### config.mk
export PLATFORM = sky130hd
export DESIGN_NAME = serial_adder
export DESIGN_NICKNAME = d
export VERILOG_FILES = /design/src/rtl/serial_adder_pkg.sv /design/src/rtl/serial_adder_fa.sv /design/src/rtl/serial_adder.sv
export SDC_FILE = /design/constraint.sdc
export NUM_CORES = 1
export LEC_CHECK = 0
export ABC_CLOCK_PERIOD_IN_PS = 3100
export BUFFER_PORTS_ARGS = -buffer_cell sky130_fd_sc_hd__buf_2
export CELL_PAD_IN_SITES_DETAIL_PLACEMENT = 1
export CELL_PAD_IN_SITES_GLOBAL_PLACEMENT = 1
export CORE_AREA = 4 4 67 69
export DETAILED_ROUTE_END_ITERATION = 16
export DIE_AREA = 0 0 71 73
export GPL_ROUTABILITY_DRIVEN = 0
export PLACE_DENSITY = 0.85
export SYNTH_ARGS = -nofsm -noshare
export SYNTH_HDL_FRONTEND = slang
export SYNTH_HIERARCHICAL = 1
export SYNTH_SLANG_ARGS = --single-unit
export TNS_END_PERCENT = 50
### constraint.sdc
create_clock -name clk -period 3.1 [get_ports clk]
set_input_delay 0.465 -clock clk [delete_from_list [all_inputs] [get_ports clk]]
set_output_delay 0.465 -clock clk [all_outputs]
set_load 0.05 [all_outputs]
### src/rtl/serial_adder_pkg.sv
// Shared types and constants for the bit-serial adder.
// Holds the FSM state encoding and the default operand width.
package serial_adder_pkg;

  localparam int WIDTH_DEF = 8;

  typedef enum logic [1:0] {
    IDLE = 2'd0,
    RUN  = 2'd1,
    DONE = 2'd2
  } state_t;

endpackage

### src/rtl/serial_adder_fa.sv
// full_adder_cell: combinational one-bit full adder.
// Ports: a, b, ci in; s (sum bit), cry (carry out) out.
module full_adder_cell (
  input  logic a,
  input  logic b,
  input  logic ci,
  output logic s,
  output logic cry
);

  assign s   = a ^ b ^ ci;
  assign cry = (a & b) | (ci & (a ^ b));

endmodule

### src/rtl/serial_adder.sv
// serial_adder: LSB-first bit-serial adder, one bit per clock.
// Ports: clk, rst_n (sync, active low), start, a_in, b_in,
//   ci_in in; busy, done, sum, cout out; ovf out when
//   SERIAL_ADDER_OVF_EN is defined (two's-complement overflow).
module serial_adder
  import serial_adder_pkg::*;
#(
  parameter int WIDTH = WIDTH_DEF
) (
  input  logic             clk,
  input  logic             rst_n,
  input  logic             start,
  input  logic [WIDTH-1:0] a_in,
  input  logic [WIDTH-1:0] b_in,
  input  logic             ci_in,
  output logic             busy,
  output logic             done,
  output logic [WIDTH-1:0] sum,
`ifdef SERIAL_ADDER_OVF_EN
  output logic             cout,
  output logic             ovf
`else
  output logic             cout
`endif
);

  localparam int CW = $clog2(WIDTH);

  state_t state;
  state_t state_nx;

  logic [WIDTH-1:0] a_sr;
  logic [WIDTH-1:0] b_sr;
  logic [WIDTH-1:0] s_sr;
  logic             carry;
  logic [CW-1:0]    cnt;
  logic             fa_s;
  logic             fa_cry;
  logic             last;
  logic             accept;

  full_adder_cell u_fa (
    .a   (a_sr[0]),
    .b   (b_sr[0]),
    .ci  (carry),
    .s   (fa_s),
    .cry (fa_cry)
  );

  assign last   = (cnt == CW'(WIDTH - 1));
  assign accept = (state == IDLE) && start;
  assign busy   = (state == RUN);
  assign done   = (state == DONE);

  always_ff @(posedge clk) begin
    if (!rst_n) state <= IDLE;
    else        state <= state_nx;
  end

  always_comb begin
    state_nx = state;
    case (state)
      IDLE:    if (start) state_nx = RUN;
      RUN:     if (last)  state_nx = DONE;
      DONE:    state_nx = IDLE;
      default: state_nx = IDLE;
    endcase
  end

  always_ff @(posedge clk) begin
    if (!rst_n) begin
      a_sr  <= '0;
      b_sr  <= '0;
      s_sr  <= '0;
      carry <= 1'b0;
      cnt   <= '0;
      sum   <= '0;
      cout  <= 1'b0;
`ifdef SERIAL_ADDER_OVF_EN
      ovf   <= 1'b0;
`endif
    end else if (accept) begin
      a_sr  <= a_in;
      b_sr  <= b_in;
      s_sr  <= '0;
      carry <= ci_in;
      cnt   <= '0;
    end else if (state == RUN) begin
      a_sr  <= a_sr >> 1;
      b_sr  <= b_sr >> 1;
      s_sr  <= {fa_s, s_sr[WIDTH-1:1]};
      carry <= fa_cry;
      cnt   <= cnt + 1'b1;
      // Publish only on the final step so sum never
      // shows a partially shifted value.
      if (last) begin
        sum  <= {fa_s, s_sr[WIDTH-1:1]};
        cout <= fa_cry;
`ifdef SERIAL_ADDER_OVF_EN
        // carry still holds the carry into the MSB here
        ovf  <= carry ^ fa_cry;
`endif
      end
    end
  end

endmodule

==> results.json <==
{
  "outcome": "complete, no violations",
  "worst_slew_pin_slew_ps": 816,
  "yosysWarnings": 6,
  "hold_path_class": "in -> reg",
  "cts_tree": "done",
  "h-tree-depth": 2,
  "numPortBuffers": 30,
  "dieArea_um2": 5180,
  "drv_cap": 0,
  "vias": 1341,
  "cp_max_fo": 25,
  "grt_pass1_wl_um": 5970,
  "synth_xor_area_frac": 0.00549,
  "fin_crit_sh": 0.641,
  "rsz0062_at_grt": "false",
  "min_from": "a_in[4]",
  "dp_hpwl_um": 2330,
  "setup_tns_ps": 0,
  "grt_overflow": 0,
  "grt_max_degree": 33,
  "area_delta_synth_final_pct": 13.3,
  "p_leak_nw": 0.702,
  "drv_slew": 0,
  "cp.arrival_ps": 1520,
  "p_total_mw": 0.953,
  "clk_latency_ps": 290,
  "syn_inst": 190,
  "routed_via_density": 5.08,
  "grt_pass1_vias": 1322,
  "skew_ps": 2.01,
  "layout.nets": 237,
  "synth_nets": 213,
  "ys_async_sr_fraction": 0,
  "wire_per_inst_um": 12.9,
  "clock_path_buffers": 2,
  "drc_errors": 0,
  "r2r_start": "state[0]$_SDFFE_PN0P_",
  "io_pins": 31,
  "cts_root_buf": "clkbuf_8",
  "cts_made_buffers": 5,
  "finalHoldViolCount": 0,
  "wirelength_um": 3390,
  "syn_area_um2": 1590,
  "worstSetupEndpointType": "output port",
  "cts_resized": 0,
  "core-area_um2": 3910,
  "final_common_cell": "nand2_1",
  "synth.distinct_cells": 29,
  "drtPass1Iterations": 4,
  "synth_fa_ha_area_frac": 0.0283,
  "synth_mux_area_frac": 0,
  "synth_top_area_cell": "dfxtp_1",
  "yosys.area_share.simple": 0.193,
  "cts_hold_buffers": 0,
  "synth_top_family_by_area": "compound AO/OA/AOI/OAI gates",
  "required_ps": 2630,
  "fp-row-count": 23,
  "start_util": 0.407,
  "grt_use_total": 0.146,
  "synthFlopType": "dfxtp_1",
  "drt_iter0_markers": 63,
  "die_height_um": 73,
  "relSlewSlack": 0.454,
  "ir_drop_mv": 0.222,
  "layout_common_cells": "nand2_1 (41), dfxtp_1 (38), a21oi_1 (36), buf_2 (30), nand3_1 (11)",
  "avgSynthCellArea_um2": 8.39,
  "final_antenna_net_count": 0,
  "fmax_mhz": 503,
  "start_kind": "flop",
  "antenna_cells": 0,
  "crit_type": "reg -> out",
  "clkTransAtPathRegs_ps": 70,
  "min_period_ps": 1990,
  "synth_top_area_share": 0.477,
  "ys_top_cells_by_area": "dfxtp_1 (48%), a21oi_1 (11%), nand2_1 (9.7%)",
  "synth-edff-count": 0,
  "cts_sinks": 38,
  "final_layout_size_suffix_gt1_frac": 0.215,
  "yosysSeqAreaShare": 0.477,
  "die-width_um": 71,
  "synth-compound-area-share": 0.234,
  "antenna_found_initial": 0,
  "crit_start": "state[0]$_SDFFE_PN0P_",
  "post-cts-setup-buffer-count": 0,
  "p_per_area_nw_per_um2": 527,
  "finalSetupViolations": 0,
  "ys_seq_elements": 38
}
==> worst paths after layout <==
kind,end,slack (ps),depth (start not counted)
setup / recovery,busy,1110,4
hold / removal,a_sr[4]$_SDFFE_PN0P_,440,3
setup reg to reg,sum[4]$_SDFFE_PN0P_,1420,6
hold reg to reg,a_sr[1]$_SDFFE_PN0P_,450,2
==> cells by family (layout without fill, tap and decap cells) <==
group                    after synthesis  after routing
buffers and inverters                 17             41
flip-flops                            38             38
adder cells (fa/ha/maj)                3              3
AO/OA/AOI/OAI                         63             63
AND/OR/NAND/NOR                       68             68
XOR/XNOR                               1              1
==> state kept, by name, summed over array words and instances, names as in the netlist <==
signal and cells:
carry 1, sum 8, cnt 3, state 2
b_sr 8, a_sr 8, s_sr 7, cout 1
==> critical path: stages, from the launching register on <==
cell and delay [ps]:
dfxtp_1 560, nand2b_1 100, buf_4 240, inv_2 80, buf_2 250
==> cells in the mapped netlist, types with 2 or more instances <==
master,n
o21ai_0,3
o221a_2,3
ha_1,2
buf_2,7
a21oi_1,36
buf_6,3
clkbuf_1,4
dfxtp_1,38
nand3_1,11
o21ai_1,7
nand2_1,41
nor2b_1,3
nor2_1,5
a21boi_0,10
o21ai_2,3
==> metrics by stage <==
stage	utilization	hold slack [ps]	area (um^2)	instances	worst slack, ps
3_3_place_gp	0.442	439	1730	257	1390
4_1_cts	0.462	433	1810	264	1100
5_1_grt	0.462	433	1810	264	981
3_5_place_dp	0.442	446	1730	257	1390
6_report	0.462	441	1810	264	1110
2_1_floorplan	-	429	1590	190	1470
==> final cells by class <==
type,instances,area (um^2)
Timing Repair Buffer,32,165
Multi-Input combinational cell,135,734
Tap cell,50,62.6
Inverter,2,7.51
Fill cell,503,2110
Clock buffer,7,76.3
Sequential cell,38,761
==> where the power goes <==
part	internal, mW	switching [mW]
clock	0.155	0.160
combinational	0.0443	0.0660
sequential	0.511	0.0164
==> routing by layer <==
| metal | part of all wire | wire length, um | vias to the layer above | global-route usage |
|---|---|---|---|---|
| li1 | - | - | 691 | - |
| met1 | 0.47 | 1580 | 619 | 0.170 |
| met2 | 0.48 | 1610 | 25 | 0.247 |
| met3 | 0.041 | 140 | 6 | 0.0468 |
| met4 | 0.018 | 62 | 0 | 0.0626 |
| met5 | 0 | 0 | - | 0 |
No activity file was read; power rests on OpenSTA's default activity.
